--- src/rtl/pattern_gen.sv ---
// Video test-pattern generator: colour bars, checkerboard, scrolling bars, solid colour.
// Frame config (mode, colour, scroll offset) latches at pixel (0,0); pixel outputs are registered.
module pattern_gen #(
  parameter int H_ACTIVE    = 1024,
  parameter int V_ACTIVE    = 768,
  parameter int CW          = 1,
  parameter int BAR_SHIFT   = 7,
  parameter int CHK_SHIFT   = 5,
  parameter int SCROLL_STEP = 1
) (
  input  logic          clk,
  input  logic          rst_n,
  input  logic          EA,
  input  logic [10:0]   count_h,
  input  logic [10:0]   count_v,
  input  logic [1:0]    mode,
  input  logic [2:0]    solid_rgb,
  output logic [CW-1:0] red,
  output logic [CW-1:0] green,
  output logic [CW-1:0] blue,
  output logic [7:0]    frame_cnt
);

  typedef struct packed {
    logic [1:0]  mode;
    logic [2:0]  solid;
    logic [10:0] offset;
  } frame_cfg_t;

  frame_cfg_t  cfg_q, cfg_d, cfg_eff;
  logic [7:0]  frame_cnt_q, frame_cnt_d;
  logic [2:0]  rgb_q, rgb_d;
  logic        frame_start, active;
  logic [10:0] scroll_h, bar_h, chk_x;

  function automatic logic [2:0] palette(input logic [2:0] idx);
    logic [2:0] c;
    case (idx)
      3'd0:    c = 3'b100;
      3'd1:    c = 3'b110;
      3'd2:    c = 3'b010;
      3'd3:    c = 3'b011;
      3'd4:    c = 3'b001;
      3'd5:    c = 3'b101;
      3'd6:    c = 3'b111;
      default: c = 3'b000;
    endcase
    return c;
  endfunction

  always_comb begin
    frame_start = (count_h == 11'd0) && (count_v == 11'd0);
    cfg_d       = cfg_q;
    frame_cnt_d = frame_cnt_q;
    if (frame_start) begin
      cfg_d.mode   = mode;
      cfg_d.solid  = solid_rgb;
      cfg_d.offset = cfg_q.offset + 11'(SCROLL_STEP);
      frame_cnt_d  = frame_cnt_q + 8'd1;
    end
    // Pixel (0,0) already uses the freshly latched values so a frame never mixes configs.
    cfg_eff  = cfg_d;
    active   = EA && ({1'b0, count_h} < 12'(H_ACTIVE)) && ({1'b0, count_v} < 12'(V_ACTIVE));
    scroll_h = count_h + cfg_eff.offset;
    bar_h    = (cfg_eff.mode == 2'd2) ? scroll_h : count_h;
    chk_x    = (count_h >> CHK_SHIFT) ^ (count_v >> CHK_SHIFT);
    rgb_d    = 3'b000;
    if (active) begin
      case (cfg_eff.mode)
        2'd0, 2'd2: rgb_d = palette(3'(bar_h >> BAR_SHIFT));
        2'd1:       rgb_d = {3{chk_x[0]}};
        default:    rgb_d = cfg_eff.solid;
      endcase
    end
  end

  always_ff @(posedge clk or negedge rst_n) begin
    if (!rst_n) begin
      cfg_q       <= '0;
      frame_cnt_q <= '0;
      rgb_q       <= '0;
    end else begin
      cfg_q       <= cfg_d;
      frame_cnt_q <= frame_cnt_d;
      rgb_q       <= rgb_d;
    end
  end

  assign red       = {CW{rgb_q[2]}};
  assign green     = {CW{rgb_q[1]}};
  assign blue      = {CW{rgb_q[0]}};
  assign frame_cnt = frame_cnt_q;

endmodule

--- config.mk ---
export PLATFORM = sky130hd
export DESIGN_NAME = pattern_gen
export DESIGN_NICKNAME = d
export VERILOG_FILES = /design/src/rtl/pattern_gen.sv
export SDC_FILE = /design/constraint.sdc
export NUM_CORES = 1
export LEC_CHECK = 0
export BUFFER_PORTS_ARGS = -buffer_cell sky130_fd_sc_hd__buf_2
export CAP_MARGIN = 40
export CORE_MARGIN = 4
export CORE_UTILIZATION = 50
export CTS_BUF_LIST = sky130_fd_sc_hd__clkbuf_2
export DETAILED_ROUTE_END_ITERATION = 8
export GPL_TIMING_DRIVEN = 1
export PLACE_DENSITY = 0.76
export SYNTH_ARGS = -nofsm -noshare
export SYNTH_HDL_FRONTEND = slang
export SYNTH_SLANG_ARGS = --single-unit
--- constraint.sdc ---
create_clock -name clk -period 4.2 [get_ports clk]
set_input_delay 0 -clock clk [delete_from_list [all_inputs] [get_ports clk]]
set_output_delay 0 -clock clk [all_outputs]
set_load 0.005 [all_outputs]
==> key figures <==
Status
  • Status: finished, final reports clean

Floorplan
  • Width of the chip: ~63 µm
  • Core area: approximately 0.0028 mm²
  • I/O Pins: between 40 and 50
  • Die area: roughly 0.0040 mm²
  • Initial Util: between 50% and 60%
  • Die Span Y: 63.3 µm
  • Standard-cell row count: 19

Clock network
  • CTS Root Cell: clkbuf_2
  • Setup Buffers After CTS: 0
  • Max Buffers Root-to-Sink: 2
  • Hold Buf Count CTS: 7
  • CTS tree: built
  • Clock transition at path regs: ~240 ps
  • Max H-tree Level: 1
  • Post_cts resized: 0
  • Worst skew pair latency: 350 ps
  • Total clock sinks: 26
  • CTS buffer count: 3

Yosys
  • Yosys reg bits: 26
  • Synth unique cells: 34
  • Yosys warns: 0
  • Post-synth EDFFs: 0
  • Ys flop type: dfrtp_1
  • Top-area cell type share of the netlist area: 42.6%
  • Mapped Cells: roughly 140
  • Yosys top cell by area: dfrtp_1
  • Post-synth top cells: 26 x dfrtp_1, 18 x xnor2_1, 10 x ha_1, 8 x nand2_1, 8 x nand4_1
  • Most frequent cell after synthesis: dfrtp_1
  • Syn Nets: roughly 180
  • FFs w/ async S/R, synth: 100%
  • Sequential-to-total area share from yosys stat: a little over two fifths
  • Synth top area cells: dfrtp_1 43%, xnor2_1 10%, ha_1 8.2%
  • Syn avg cell area: roughly 11 µm²
  • Synthesized cell area: about 0.0015 mm²

Setup path
  • Worst r2r path cells: 14
  • CP max FO: 6
  • RR Startpoint: cfg_q[0]
  • R2R Path End: rgb_q[2]
  • Worst EP arrival: a little under 4000 ps
  • CP Class: flip-flop to flip-flop
  • Crit path capture type: flip-flop
  • R2r setup slk: between 500 and 600 ps
  • WP data required: 4480 ps
  • Setup crit start kind: flip-flop

Detailed routing
  • Drt pass-1 iters: 4
  • M1 WL: around 1500 µm
  • Vias: 1288
  • DRC viols: 0
  • DR top layer: met4
  • Metal3 WL: between 200 and 250 µm
  • Drt total wl: about 3400 µm
  • ANT nets after route: 0
  • Vias per inst: between 5 and 6
  • Initial DRC Count: 24
  • Met2 WL: 1610 µm
  • Drt wl/cell: about 15 µm

Final layout
  • Finished Core Util: 66.7%
  • Fill cells: between 200 and 250
  • Layout cells sized above 1: about 29%
  • Non-filler cells, final: 225
  • Area Growth Syn to Fin: 23.4%
  • Fin nets: roughly 240
  • N_diodes: 0
  • Final instance area: 0.00189 mm²

STA
  • RSZ-0062 raised after global routing: no
  • Slew headroom: between 60% and 70%
  • Slew Limit Fails: 0
  • Final Setup Violations: 0
  • Final critical-path required period: around 3700 ps
  • Max Freq: approximately 270 MHz
  • Tightest Pin Transition: between 500 and 600 ps
  • Final Hold Fails: 0
  • Clock Skew: roughly 1.9 ps
  • Setup TNS Final: 0 ps
  • Period utilisation layout: between 80 and 90%

Pwr
  • Pwr dens: approximately 240 mW/mm²
  • VDD IR max: roughly 0.15 mV
  • Lkg Pwr: around 0.98 nW
  • Total power: 0.458 mW

Min path
  • Hold EP: rgb_q[0]
  • Hold WC Path Type: input port to flip-flop
  • Hold depth: 4
  • Hold Path Origin: count_v[10]

Global route
  • Via count of the first global-routing pass: 1303
  • GRT Total Usage: between 10% and 20%
  • Pin count of the biggest net entering global routing: 27
  • Initial antenna violation count: 0
  • First-pass GRT wire length: 5530 µm
  • Overflow after GRT: 0

Placement
  • PortBufs: 40
  • Post-DP Area: ~0.0018 mm²
  • Placed cells: between 200 and 250
  • RePlAce Congestion: about 0.88
  • Dpl hpwl: 2710 µm

Job
  • Max_cap viols: 0
power breakdown:
part	internal, mW	switching [mW]	leakage, nW
logic	0.0238	0.0244	0.594
registers	0.252	0.000156	0.358
clock network	0.0819	0.0756	0.0266
logic make-up (layout without fill, tap and decap cells):
family,count (synthesis),in the layout,synth area share [%]
AOI/OAI and AO/OA,23,23,10.9
xor gates and xnor gates,21,21,12.0
adders and majority gates,10,10,8.19
buffers and inverters,5,56,1.23
DFF,26,26,42.6
muxes,11,11,7.78
and+or+nand+nor,47,47,17.3
registers in the layout, summed over array words and instances (netlist names):
name and cells:
rgb_q 3, cfg_q 15, frame_cnt 8
cell usage in the layout, fill, tap and decap left out, drive strengths merged, types with 3 or more instances in the layout:
| master | count |
|---|---|
| nor2b | 3 |
| xor2 | 3 |
| dfrtp | 26 |
| nor4 | 5 |
| buf | 41 |
| a21oi | 6 |
| xnor2 | 18 |
| mux2i | 4 |
| nand2 | 8 |
| nand3 | 7 |
| inv | 4 |
| nor2 | 7 |
| clkbuf | 3 |
| ha | 10 |
| mux2 | 7 |
| dlygate4sd3 | 7 |
| nand4 | 8 |
| a21o | 3 |
| a211o | 3 |
| o21ai | 3 |
area by class of cell:
| class | count | area (µm²) | share of cell area, % |
|---|---|---|---|
| clock buffers | 3 | 15.0 | 0.796 |
| clock inverters | 1 | 30.0 | 1.59 |
| inverters | 4 | 15.0 | 0.796 |
| multi-input cells | 112 | 858 | 45.5 |
| flip-flops and latches | 26 | 651 | 34.5 |
| well taps | 31 | 38.8 | 2.06 |
| repair buffers | 48 | 278 | 14.7 |
worst max-delay path: stages (launching register included):
cell,delay [ps]
dfrtp_1,510
and4_1,220
nand3_1,130
nor2_1,200
nand2_1,90
xnor2_1,210
ha_1,290
a21o_1,200
a211o_1,290
o221a_2,240
a211o_1,290
a21oi_2,150
xnor2_1,120
or4_1,480
and3_1,190
worst max path at each step:
| stage | end | slack (ps) | depth (start not counted) | start |
|---|---|---|---|---|
| 2_1_floorplan | rgb_q[2] | 410 | 15 | count_h[1] |
| 3_3_place_gp | rgb_q[2] | 640 | 15 | count_h[4] |
| 3_5_place_dp | rgb_q[2] | 510 | 16 | count_h[9] |
| 4_1_cts | rgb_q[2] | 530 | 14 | cfg_q[0] |
| 5_1_grt | rgb_q[2] | 280 | 14 | cfg_q[0] |
| 6_report | rgb_q[2] | 520 | 14 | cfg_q[0] |
metrics by stage:
step | hold slack, ps | worst slack [ps]
2_1_floorplan | -296 | 412
3_3_place_gp | 25.2 | 640
3_5_place_dp | 23.4 | 511
4_1_cts | 13.1 | 530
5_1_grt | 15.6 | 280
6_report | 20.6 | 522
metal layers:
layer / track usage, % / vias to the layer above
met5: 0 / -
met3: 2.49 / 7
met1: 21.5 / 606
met4: 7.01 / 0
li1: - / 637
met2: 30.0 / 38
No activity file was read; power rests on OpenSTA's default activity.
